## src/rtl/branch_ctrl.sv

```systemverilog
// Decode-stage branch/jump sequencer: resolves control transfers,
// schedules the PC redirect behind the delay slot and counts branches.
module branch_ctrl #(
  parameter int CNT_W = 32
) (
  input  logic             clk,
  input  logic             rst,
  input  logic             id_valid,
  input  logic [5:0]       id_op,
  input  logic [4:0]       id_rt,
  input  logic [4:0]       id_rd,
  input  logic [5:0]       id_funct,
  input  logic [15:0]      id_imm,
  input  logic [25:0]      id_index,
  input  logic [31:0]      id_pc,
  input  logic [31:0]      srca,
  input  logic [31:0]      srcb,
  input  logic             opnd_ready,
  input  logic             if_ds_valid,
  input  logic             stall_ex,
  input  logic             flush,
  output logic             stall_id,
  output logic             redirect_valid,
  output logic [31:0]      redirect_pc,
  output logic             link_we,
  output logic [4:0]       link_reg,
  output logic [31:0]      link_data,
  output logic             jr_misalign,
  output logic [CNT_W-1:0] br_cnt,
  output logic [CNT_W-1:0] taken_cnt
);

  typedef enum logic [1:0] {
    IDLE,
    WAIT_OPND,
    WAIT_DS
  } state_t;

  state_t      state;
  logic [31:0] pend_pc;
  logic        pend_mis;

  logic op_beq, op_bne, op_blez, op_bgtz;
  logic op_rimm, op_j, op_jal, op_spec;
  logic rt_bltz, rt_bgez, rt_bltzal, rt_bgezal;
  logic is_jr, is_jalr, is_cond, is_jump, is_ct;
  logic need_opnd, is_link, misal;
  logic sa_neg, sa_zero, taken;
  logic [31:0] pc4, br_tgt, j_tgt, target;
  logic [4:0]  lreg;
  logic cand, resolve;

  assign op_beq  = id_op == 6'b000100;
  assign op_bne  = id_op == 6'b000101;
  assign op_blez = id_op == 6'b000110;
  assign op_bgtz = id_op == 6'b000111;
  assign op_rimm = id_op == 6'b000001;
  assign op_j    = id_op == 6'b000010;
  assign op_jal  = id_op == 6'b000011;
  assign op_spec = id_op == 6'b000000;

  assign rt_bltz   = op_rimm && id_rt == 5'b00000;
  assign rt_bgez   = op_rimm && id_rt == 5'b00001;
  assign rt_bltzal = op_rimm && id_rt == 5'b10000;
  assign rt_bgezal = op_rimm && id_rt == 5'b10001;
  assign is_jr     = op_spec && id_funct == 6'b001000;
  assign is_jalr   = op_spec && id_funct == 6'b001001;

  assign is_cond = op_beq | op_bne | op_blez | op_bgtz |
                   rt_bltz | rt_bgez | rt_bltzal | rt_bgezal;
  assign is_jump = op_j | op_jal | is_jr | is_jalr;
  assign is_ct   = is_cond | is_jump;

  assign need_opnd = !(op_j | op_jal);
  assign is_link   = op_jal | rt_bltzal | rt_bgezal | is_jalr;
  assign lreg      = is_jalr ? id_rd : 5'd31;

  assign sa_neg  = srca[31];
  assign sa_zero = srca == 32'd0;

  always_comb begin
    taken = 1'b0;
    unique case (1'b1)
      op_beq:                taken = srca == srcb;
      op_bne:                taken = srca != srcb;
      op_blez:               taken = sa_neg | sa_zero;
      op_bgtz:               taken = !sa_neg && !sa_zero;
      rt_bltz | rt_bltzal:   taken = sa_neg;
      rt_bgez | rt_bgezal:   taken = !sa_neg;
      is_jump:               taken = 1'b1;
      default:               taken = 1'b0;
    endcase
  end

  assign pc4    = id_pc + 32'd4;
  assign br_tgt = pc4 + {{14{id_imm[15]}}, id_imm, 2'b00};
  assign j_tgt  = {pc4[31:28], id_index, 2'b00};

  always_comb begin
    target = br_tgt;
    unique case (1'b1)
      op_j | op_jal:    target = j_tgt;
      is_jr | is_jalr:  target = srca;
      default:          target = br_tgt;
    endcase
  end

  assign misal = (is_jr | is_jalr) && srca[1:0] != 2'b00;

  // WAIT_DS blocks new transfers: the decode slot holds the delay slot.
  assign cand     = id_valid && is_ct && state != WAIT_DS;
  assign resolve  = cand && (!need_opnd || opnd_ready);
  assign stall_id = cand && need_opnd && !opnd_ready;

  always_ff @(posedge clk) begin
    if (rst) begin
      state          <= IDLE;
      pend_pc        <= '0;
      pend_mis       <= 1'b0;
      redirect_valid <= 1'b0;
      redirect_pc    <= '0;
      link_we        <= 1'b0;
      link_reg       <= '0;
      link_data      <= '0;
      jr_misalign    <= 1'b0;
      br_cnt         <= '0;
      taken_cnt      <= '0;
    end else begin
      redirect_valid <= 1'b0;
      link_we        <= 1'b0;
      jr_misalign    <= 1'b0;
      if (flush) begin
        state    <= IDLE;
        pend_pc  <= '0;
        pend_mis <= 1'b0;
      end else if (!stall_ex) begin
        unique case (state)
          IDLE, WAIT_OPND: begin
            if (resolve) begin
              if (is_link) begin
                link_we   <= 1'b1;
                link_reg  <= lreg;
                link_data <= id_pc + 32'd8;
              end
              if (is_cond) begin
                br_cnt <= br_cnt + 1'b1;
                if (taken)
                  taken_cnt <= taken_cnt + 1'b1;
              end
              if (taken && if_ds_valid) begin
                redirect_valid <= 1'b1;
                redirect_pc    <= target;
                jr_misalign    <= misal;
                state          <= IDLE;
              end else if (taken) begin
                pend_pc  <= target;
                pend_mis <= misal;
                state    <= WAIT_DS;
              end else begin
                state <= IDLE;
              end
            end else if (stall_id) begin
              state <= WAIT_OPND;
            end else begin
              state <= IDLE;
            end
          end
          WAIT_DS: begin
            if (if_ds_valid) begin
              redirect_valid <= 1'b1;
              redirect_pc    <= pend_pc;
              jr_misalign    <= pend_mis;
              state          <= IDLE;
            end
          end
          default: state <= IDLE;
        endcase
      end
    end
  end

endmodule

```

## config.mk

```make
export PLATFORM = sky130hd
export DESIGN_NAME = branch_ctrl
export DESIGN_NICKNAME = d
export VERILOG_FILES = /design/src/rtl/branch_ctrl.sv
export SDC_FILE = /design/constraint.sdc
export NUM_CORES = 1
export LEC_CHECK = 0
export ABC_AREA = 1
export CORE_ASPECT_RATIO = 0.5
export CORE_MARGIN = 5
export CORE_UTILIZATION = 26
export DETAILED_ROUTE_END_ITERATION = 8
export GPL_ROUTABILITY_DRIVEN = 0
export GPL_TIMING_DRIVEN = 1
export PLACE_DENSITY = 0.51
export SKIP_LAST_GASP = 1
export SYNTH_ARGS = -nofsm -noshare
export SYNTH_HDL_FRONTEND = slang
export SYNTH_SLANG_ARGS = --single-unit
```

## constraint.sdc

```tcl
create_clock -name clk -period 9.2 [get_ports clk]
set_clock_uncertainty 0.1 [all_clocks]
set_input_delay 0.92 -clock clk [delete_from_list [all_inputs] [get_ports clk]]
set_output_delay 0.92 -clock clk [all_outputs]
set_load 0.01 [all_outputs]
```

# Word-level counts from Yosys, hierarchy flattened
# Index checks and enable logic that the tools add are counted.
[totals]
out_inout_bits = 137
wordCells = 116
input_bits = 167
reg_bits = 171
[classes]
muxes = 22
n_eq_ne = 20
n_addsub = 5
bitwise = 23
n_reduce_logical = 35
[op_table]
columns = ["cell", "n"]
rows = [
  ["32-bit case mux with 2 select lines", 2],
  ["32-bit 2-to-1 mux", 3],
  ["32-bit by 1-bit adder with 32-bit output (second input constant)", 2],
  ["32-bit by 3-bit adder with 32-bit output (second input constant)", 1],
  ["32-bit adder", 1],
  ["32-bit by 4-bit adder with 32-bit output (second input constant)", 1],
  ["32-bit equality test", 1],
  ["32-bit zero test", 1],
  ["32-bit inequality test", 1],
  ["6-bit by 3-bit equality test with 1-bit output (second input constant)", 4],
  ["1-bit bitwise OR", 18],
  ["5-bit AND reduction", 3],
  ["1-bit logical AND", 14],
  ["6-bit by 2-bit equality test with 1-bit output (second input constant)", 2],
  ["6-bit by 4-bit equality test with 1-bit output (second input constant)", 2],
  ["6-bit AND reduction", 2],
  ["5-bit equality test (second input constant)", 2],
  ["1-bit 2-to-1 mux", 8],
  ["2-bit 2-to-1 mux", 4],
  ["2-bit inequality test (second input constant)", 4],
  ["1-bit case mux with 7 select lines", 1],
  ["6-bit by 1-bit equality test with 1-bit output (second input constant)", 1],
  ["6-bit zero test", 1],
  ["5-bit by 1-bit equality test with 1-bit output (second input constant)", 1],
  ["other kinds (15)", 25],
]

# Depth between registers and ports, before layout
# Gate-level depths: netlist (run 1).
[depth]
depth_word = 16
depth_mapped = 27
depth_no_buf = 27

# Worst setup path before layout (run 1)
# No wires, ideal clock.
[synth_timing]
path_kind = "input-to-reg"
from = "input port id_pc[6]"
to = "register redirect_pc[21]"
n_path_buf = 1
path_slack_ps = 5459
required_ps = 8987
setup_time_ps = 113
cell_stages = 24
t_arrival_ps = 3528
path_cell_list = "clkbuf_1 nand3_1 nor2_1 inv_1 nor2_1 nand3_1 xor2_1 nand2_1 o21ai_0 inv_1 ha_1 nand2_1 nor2_1 inv_1 nor2_1 nand4_1 nand3_1 nand2_1 nand3_1 nand2_1 nand2_1 o21ai_0 nor2_1 nor2_1"
[synth_via]
elab_chain_len = 6
[synth_lines]
columns = ["element", "line_no", "text"]
rows = [
  ["start: declaration", "15", "input logic [31:0] id_pc,"],
  ["32-bit by 3-bit adder with 32-bit output", "95", "assign pc4 = id_pc + 32'd4;"],
  ["32-bit adder", "96", "assign br_tgt = pc4 + {{14{id_imm[15]}}, id_imm, 2'b00};"],
  ["32-bit case mux with 2 select lines", "101", "unique case (1'b1)"],
  ["32-bit 2-to-1 mux", "150", "if (taken && if_ds_valid) begin"],
  ["32-bit 2-to-1 mux", "139", "if (resolve) begin"],
  ["32-bit case mux with 2 select lines", "137", "unique case (state)"],
  ["end signal: assignment", "152", "redirect_pc <= target;"],
  ["end signal: assignment", "171", "redirect_pc <= pend_pc;"],
  ["end: declaration", "24", "output logic [31:0] redirect_pc,"],
]
# No other way between the ends. The select of a mux whose other input is x is not followed.
# A chain may end at the register's enable or synchronous reset.

# Worst setup path after layout (run 1)
[layout_timing]
from = "input port id_op[2]"
to = "output port stall_id"
[layout_via]
elab_chain_len = 13
elab_cells_between_ends = 30
classes_between = "7 x eq/ne; 11 x bitwise; 12 x reduce/logical"
[layout_lines]
columns = ["element", "line_no", "text"]
rows = [
  ["start: declaration", "9", "input logic [5:0] id_op,"],
  ["6-bit by 3-bit equality test with 1-bit output (on tied branches)", "53, 54", ""],
  ["1-bit bitwise OR (4 in a row)", "69", "assign is_cond = op_beq | op_bne | op_blez | op_bgtz |"],
  ["1-bit bitwise OR (3 in a row)", "70", "rt_bltz | rt_bgez | rt_bltzal | rt_bgezal;"],
  ["1-bit bitwise OR", "72", "assign is_ct = is_cond | is_jump;"],
  ["1-bit logical AND (2 in a row)", "111", "assign cand = id_valid && is_ct && state != WAIT_DS;"],
  ["1-bit logical AND * (2 in a row)", "113", "assign stall_id = cand && need_opnd && !opnd_ready;"],
  ["end: declaration", "22", "output logic stall_id,"],
]
# Every way passes the cells marked *; elsewhere a longest branch is shown, timed or not.

==> results of run 1 <==
-- per-layer routing --
metal	GRT usage	share of wire	up-vias
met3	0.0253	0.038	40
met2	0.338	0.50	284
met1	0.248	0.45	6436
met4	0.0380	0.013	0
li1	-	-	7212
met5	0	0	-
-- cell type report --
class / count / area [um2]
Fill cell: 5229 / 30400
Antenna cell: 1 / 2.50
Clock inverter: 15 / 168
Clock buffer: 17 / 425
Sequential cell: 171 / 3420
Multi-Input combinational cell: 1554 / 7600
Inverter: 310 / 1160
Timing Repair Buffer: 315 / 3120
Tap cell: 638 / 798
-- worst register-to-register path: stages, from the launching register on --
cell and delay, ns:
dfxtp_1 0.33, inv_1 0.15, nor2_1 0.06, buf_4 0.20
inv_1 0.09, nand2_1 0.07, inv_1 0.09, nand4_4 0.18
nor2_4 0.11, buf_4 0.41, inv_2 0.24, nor2_2 0.15
buf_4 0.31, nand2_1 0.14, o21ai_0 0.18, nor2_1 0.05
-- worst paths after layout --
path,cells after the start,end,from
worst max-delay path,9,stall_id,id_op[2]
worst min-delay path,2,pend_pc[4]$_SDFFE_PP0P_,pend_pc[4]$_SDFFE_PP0P_
worst max register to register,15,taken_cnt[4]$_SDFFE_PP0P_,state[1]$_SDFFE_PP0P_
worst min register to register,2,pend_pc[4]$_SDFFE_PP0P_,pend_pc[4]$_SDFFE_PP0P_
-- cells in the mapped netlist, types with 2 or more instances --
cell type / number / area (um2)
nand4_2: 2 / 25.0
buf_2: 18 / 90.1
nor3b_1: 2 / 15.0
o21ai_0: 119 / 596
nor2_4: 5 / 56.3
a22o_1: 4 / 35.0
xor2_1: 49 / 429
nand2_2: 3 / 18.8
a21oi_1: 132 / 661
nand3b_1: 3 / 22.5
nor3_1: 47 / 235
o21ai_1: 2 / 10.0
buf_1: 6 / 22.5
xnor2_1: 38 / 333
a211oi_1: 25 / 188
o21a_1: 2 / 15.0
nor2_1: 298 / 1120
nor3_2: 3 / 30.0
o221ai_1: 2 / 17.5
inv_1: 303 / 1140
o22ai_1: 3 / 18.8
nand4_1: 45 / 282
ha_1: 37 / 463
clkbuf_1: 37 / 139
nand2_1: 600 / 2250
nand3_1: 97 / 485
o211ai_1: 6 / 45.0
inv_2: 7 / 26.3
and3_1: 2 / 12.5
o21bai_1: 10 / 75.1
dfxtp_1: 171 / 3420
nor4_1: 13 / 81.3
-- cells by family after synthesis --
| logic type | Yosys count |
|---|---|
| flops | 171 |
| simple gates | 1123 |
| fa+ha+maj | 38 |
| compound gates | 306 |
| buf+inv | 373 |
| xor+xnor | 87 |
-- where the power goes --
| group | switching [mW] | internal (mW) |
|---|---|---|
| Sequential | 0.0000829 | 0.739 |
| Combinational | 0.251 | 0.155 |
| Clock | 0.374 | 0.367 |
-- metrics by stage --
stage | util | power (mW) | hold WS, ns | instances
after floorplan | - | 0.967 | 0.324 | 2098
after global placement | 0.342 | 1.16 | 0.334 | 2988
after detailed placement | 0.342 | 1.16 | 0.338 | 2988
after CTS | 0.355 | 1.90 | 0.350 | 3020
after global routing | 0.355 | 1.97 | 0.362 | 3021
final | 0.355 | 1.89 | 0.345 | 3021
==> flow_summary.yaml, run 1 <==
outcome:
  status: "completed"
global_route:
  grt_max_degree: 56
  antenna_found_initial: 1
  grt_pass1_vias: 12912
  grtUsageTotal: 0.190
  grt_pass1_wl_mm: 78.0
  gr-total-overflow: 0
timing:
  setup_ws_ns: 4.30
  setup_viol: 0
  finalMaxSlewViolations: 0
  finalHoldViolCount: 0
  relSlewSlack: 0.411
  fin_crit_sh: 0.533
  max_freq_mhz: 204
  rsz0062_at_grt: "no"
  tns_ns: 0
  tightest_slew_ns: 0.880
  finalCriticalPeriod_ns: 4.90
synth:
  synth-adder-area-share: 0.0388
  synth_compound_area_frac: 0.134
  synth_area_per_cell_um2: 5.93
  synthXorXnorAreaFrac: 0.0612
  synth_top_family_by_area: "simple AND/OR/NAND/NOR gates"
  synth_area_mm2: 0.0125
  ys.flop_type: "dfxtp_1"
  synth_cells: 2098
  synth-seq-cells: 171
  synth-simple-area-share: 0.376
  ys_types: 39
  synth_edf_count: 0
  muxShareOfSynthArea: 0
  yosys_warnings: 0
  synth_async_sr_flop_share: 0
  syn_nets: 2303
  ys_seq_area_frac: 0.275
cts:
  postCtsSetupBuffers: 0
  cts_hold_buf: 0
  root_buffer: "clkbuf_16"
  insertion_delay_ns: 0.46
  clkTransAtPathRegs_ns: 0.08
  cts-resized-gates: 0
  htreeDepth: 4
  clock_sinks: 171
  cts_buffers: 17
  cts_tree: "yes"
  clock_path_buffers: 2
setup_path:
  critical-path-slowest-cell: "clkdlybuf4s50_1"
  path_max_fanout: 31
  path_cells: "clkdlybuf4s50_1, nor2_4, nand3_1, inv_2, nor2_4, a21oi_1, inv_1, nor2_1, clkdlybuf4s50_1"
  worst-path-buf-inv: 4
  worst_setup_path_end_kind: "output port"
  start_kind: "primary input"
  worstSetupPathType: "primary input to output port"
  r2r_setup_slack_ns: 6.23
  critPathMaxStageDelay_ns: 0.62
  path_delay_family: "buffers and inverters"
  crit_arrival_ns: 3.88
  required_ns: 8.18
layout:
  nets: 2574
  drive_gt1_frac: 0.0294
  final_common_cell: "nand2_1"
  layout_common_cells: "600 x nand2_1, 302 x inv_1, 302 x clkdlybuf4s50_1"
  syn_to_final_growth_pct: 34.1
  final_area_mm2: 0.0167
route:
  drc: 0
  wire_per_inst_um: 17.2
  via_per_inst: 4.62
  drtIter0Drc: 989
  vias: 13972
  ant_nets: 0
  drt_pass1_iterations: 5
  drt_wl_total_mm: 52.0
die:
  coreArea_mm2: 0.0471
  die_x_um: 319
  io_pins: 304
  rows: 56
  die_y_um: 165
  die-area_mm2: 0.0526
  initial_utilization: 0.264
place:
  post-dp-hpwl_mm: 41.8
  port_buffers: 303
  dpl_cell_area_mm2: 0.0161
  dp_slack_ns: 4.08
power:
  p_leak_nw: 6.91
  powerDensity_mw_per_mm2: 113
  peakVddDrop_v: 0.000118
hold_path:
  hp-class: "register to register"
job:
  drv_cap: 0
Power figures use the tool's default switching activity.
==> run 2, diff against run 1 <==
==> constraint.sdc (replaced) <==
create_clock -name clk -period 5 [get_ports clk]
set_clock_uncertainty 0.1 [all_clocks]
set_input_delay 0.5 -clock clk [delete_from_list [all_inputs] [get_ports clk]]
set_output_delay 0.5 -clock clk [all_outputs]
set_load 0.01 [all_outputs]
==> run 2 against run 1 <==
  * Wire length is 0.27% higher
  * Global-route usage is 0.070 points lower
  * Die area unchanged
  * Sequential power grew 84%
  * Flip-flop and latch count is the same
  * Combinational power up 79%
  * Clock-buffer cell count is the same
  * Total power up 82%
  * Hold slack improved by 0.0032 ns
  * Critical path depth increased by 16
  * Critical path type is now primary input to register
  * Highest routed layer is now met5
==> flow_summary.yaml, run 2 (synthesis gave the netlist of run 1 again) <==
outcome:
  status: "completed"
route:
  ant_nets: 0
  drt_pass1_iterations: 6
  drc: 0
  drt_wl_total_mm: 52.1
  drtIter0Drc: 1018
  via_per_inst: 4.69
  vias: 14217
  wire_per_inst_um: 17.2
timing:
  setup_viol: 0
  finalMaxSlewViolations: 0
  rsz0062_at_grt: "no"
  finalHoldViolCount: 0
  whs_ns: 0.348
  tightest_slew_ns: 0.884
  relSlewSlack: 0.410
  fin_crit_sh: 0.888
  max_freq_mhz: 225
  finalCriticalPeriod_ns: 4.44
  tns_ns: 0
setup_path:
  crit_arrival_ns: 4.69
  worst_setup_path_end_kind: "register"
  worstSetupPathType: "primary input to register"
  path_max_fanout: 5
  required_ns: 5.25
  start_kind: "primary input"
global_route:
  grt_pass1_vias: 13043
  gr-total-overflow: 0
  grtUsageTotal: 0.189
  grt_max_degree: 56
  antenna_found_initial: 4
  grt_pass1_wl_mm: 76.9
cts:
  insertion_delay_ns: 0.45
  cts_tree: "yes"
  clkTransAtPathRegs_ns: 0.08
  clock_path_buffers: 2
  clock_sinks: 171
  cts_buffers: 17
  postCtsSetupBuffers: 0
  htreeDepth: 4
  cts_hold_buf: 0
  cts-resized-gates: 0
  root_buffer: "clkbuf_16"
die:
  rows: 56
  die-area_mm2: 0.0526
  die_x_um: 319
  io_pins: 304
  coreArea_mm2: 0.0471
  die_y_um: 165
  initial_utilization: 0.264
hold_path:
  hp-class: "register to register"
layout:
  final_common_cell: "nand2_1"
  nets: 2584
  drive_gt1_frac: 0.0334
  syn_to_final_growth_pct: 34.8
  fillCellCount: 5201
  layout_common_cells: "600 x nand2_1, 302 x inv_1, 302 x clkdlybuf4s50_1"
place:
  post-dp-hpwl_mm: 42.5
  port_buffers: 303
power:
  powerDensity_mw_per_mm2: 204
  total_power_mw: 3.43
  p_leak_nw: 6.95
  peakVddDrop_v: 0.000243
job:
  drv_cap: 0
-- run 2: layout make-up --
| cell class | count | area, um2 | share of cell area |
|---|---|---|---|
| multi-input combinational | 1554 | 7600 | 0.453 |
| inverter | 310 | 1160 | 0.0693 |
| clock inverter | 15 | 153 | 0.00910 |
| clock buffer | 17 | 425 | 0.0254 |
| tap | 638 | 798 | 0.0476 |
| timing repair buffer | 325 | 3210 | 0.191 |
| antenna | 4 | 10.0 | 0.000596 |
| sequential | 171 | 3420 | 0.204 |
-- run 2: metal layers --
metal  vias to the layer above  track usage  routed length (um)
met2                       339        0.330               25200
met3                        49       0.0242                2210
li1                       7222            -                   -
met5                         -            0                  14
met4                         2       0.0491                1050
met1                      6605        0.249               23600
-- run 2: path summary, 6_finish.rpt --
check	start	endpoint	slack [ns]	cells after the start
worst min register to register	pend_pc[22]$_SDFFE_PP0P_	pend_pc[22]$_SDFFE_PP0P_	0.35	2
worst max-delay path	id_pc[3]	redirect_pc[24]$_SDFFE_PP0P_	0.56	25
worst min-delay path	pend_pc[22]$_SDFFE_PP0P_	pend_pc[22]$_SDFFE_PP0P_	0.35	2
worst max register to register	taken_cnt[0]$_SDFFE_PP0P_	taken_cnt[30]$_SDFFE_PP0P_	2.30	12
-- run 2: worst max-delay path: stages --
cell             delay, ns
clkdlybuf4s50_1       0.59
ha_1                  0.26
nand3_1               0.23
nor2_1                0.31
inv_1                 0.09
nor2_1                0.28
nand3_1               0.14
xor2_1                0.19
nand2_1               0.06
o21ai_0               0.08
inv_1                 0.08
ha_1                  0.30
nand2_1               0.07
nor2_1                0.14
inv_1                 0.11
nor3_1                0.31
nand3_1               0.24
nand3_1               0.14
nand2_1               0.05
nand3_1               0.11
nand2_1               0.08
nand2_1               0.05
o21ai_0               0.09
nor2_1                0.11
nor2_1                0.05
-- run 2: power breakdown --
part           leakage, nW  internal [mW]  total, mW  switching [mW]
registers             1.38           1.36       1.36        0.000191
clock network        0.277          0.663       1.34           0.679
logic                 5.29          0.287      0.725           0.438
-- run 2: per-stage QoR --
step | std cells | util | worst slack [ns] | instance area [um2]
after global routing | 3032 | 0.356 | 0.301 | 16800
after global placement | 2998 | 0.344 | 0.222 | 16200
after CTS | 3030 | 0.356 | 0.726 | 16800
final | 3034 | 0.356 | 0.559 | 16800
after floorplan | 2098 | - | 1.68 | 12500
after detailed placement | 2998 | 0.344 | 0.263 | 16200
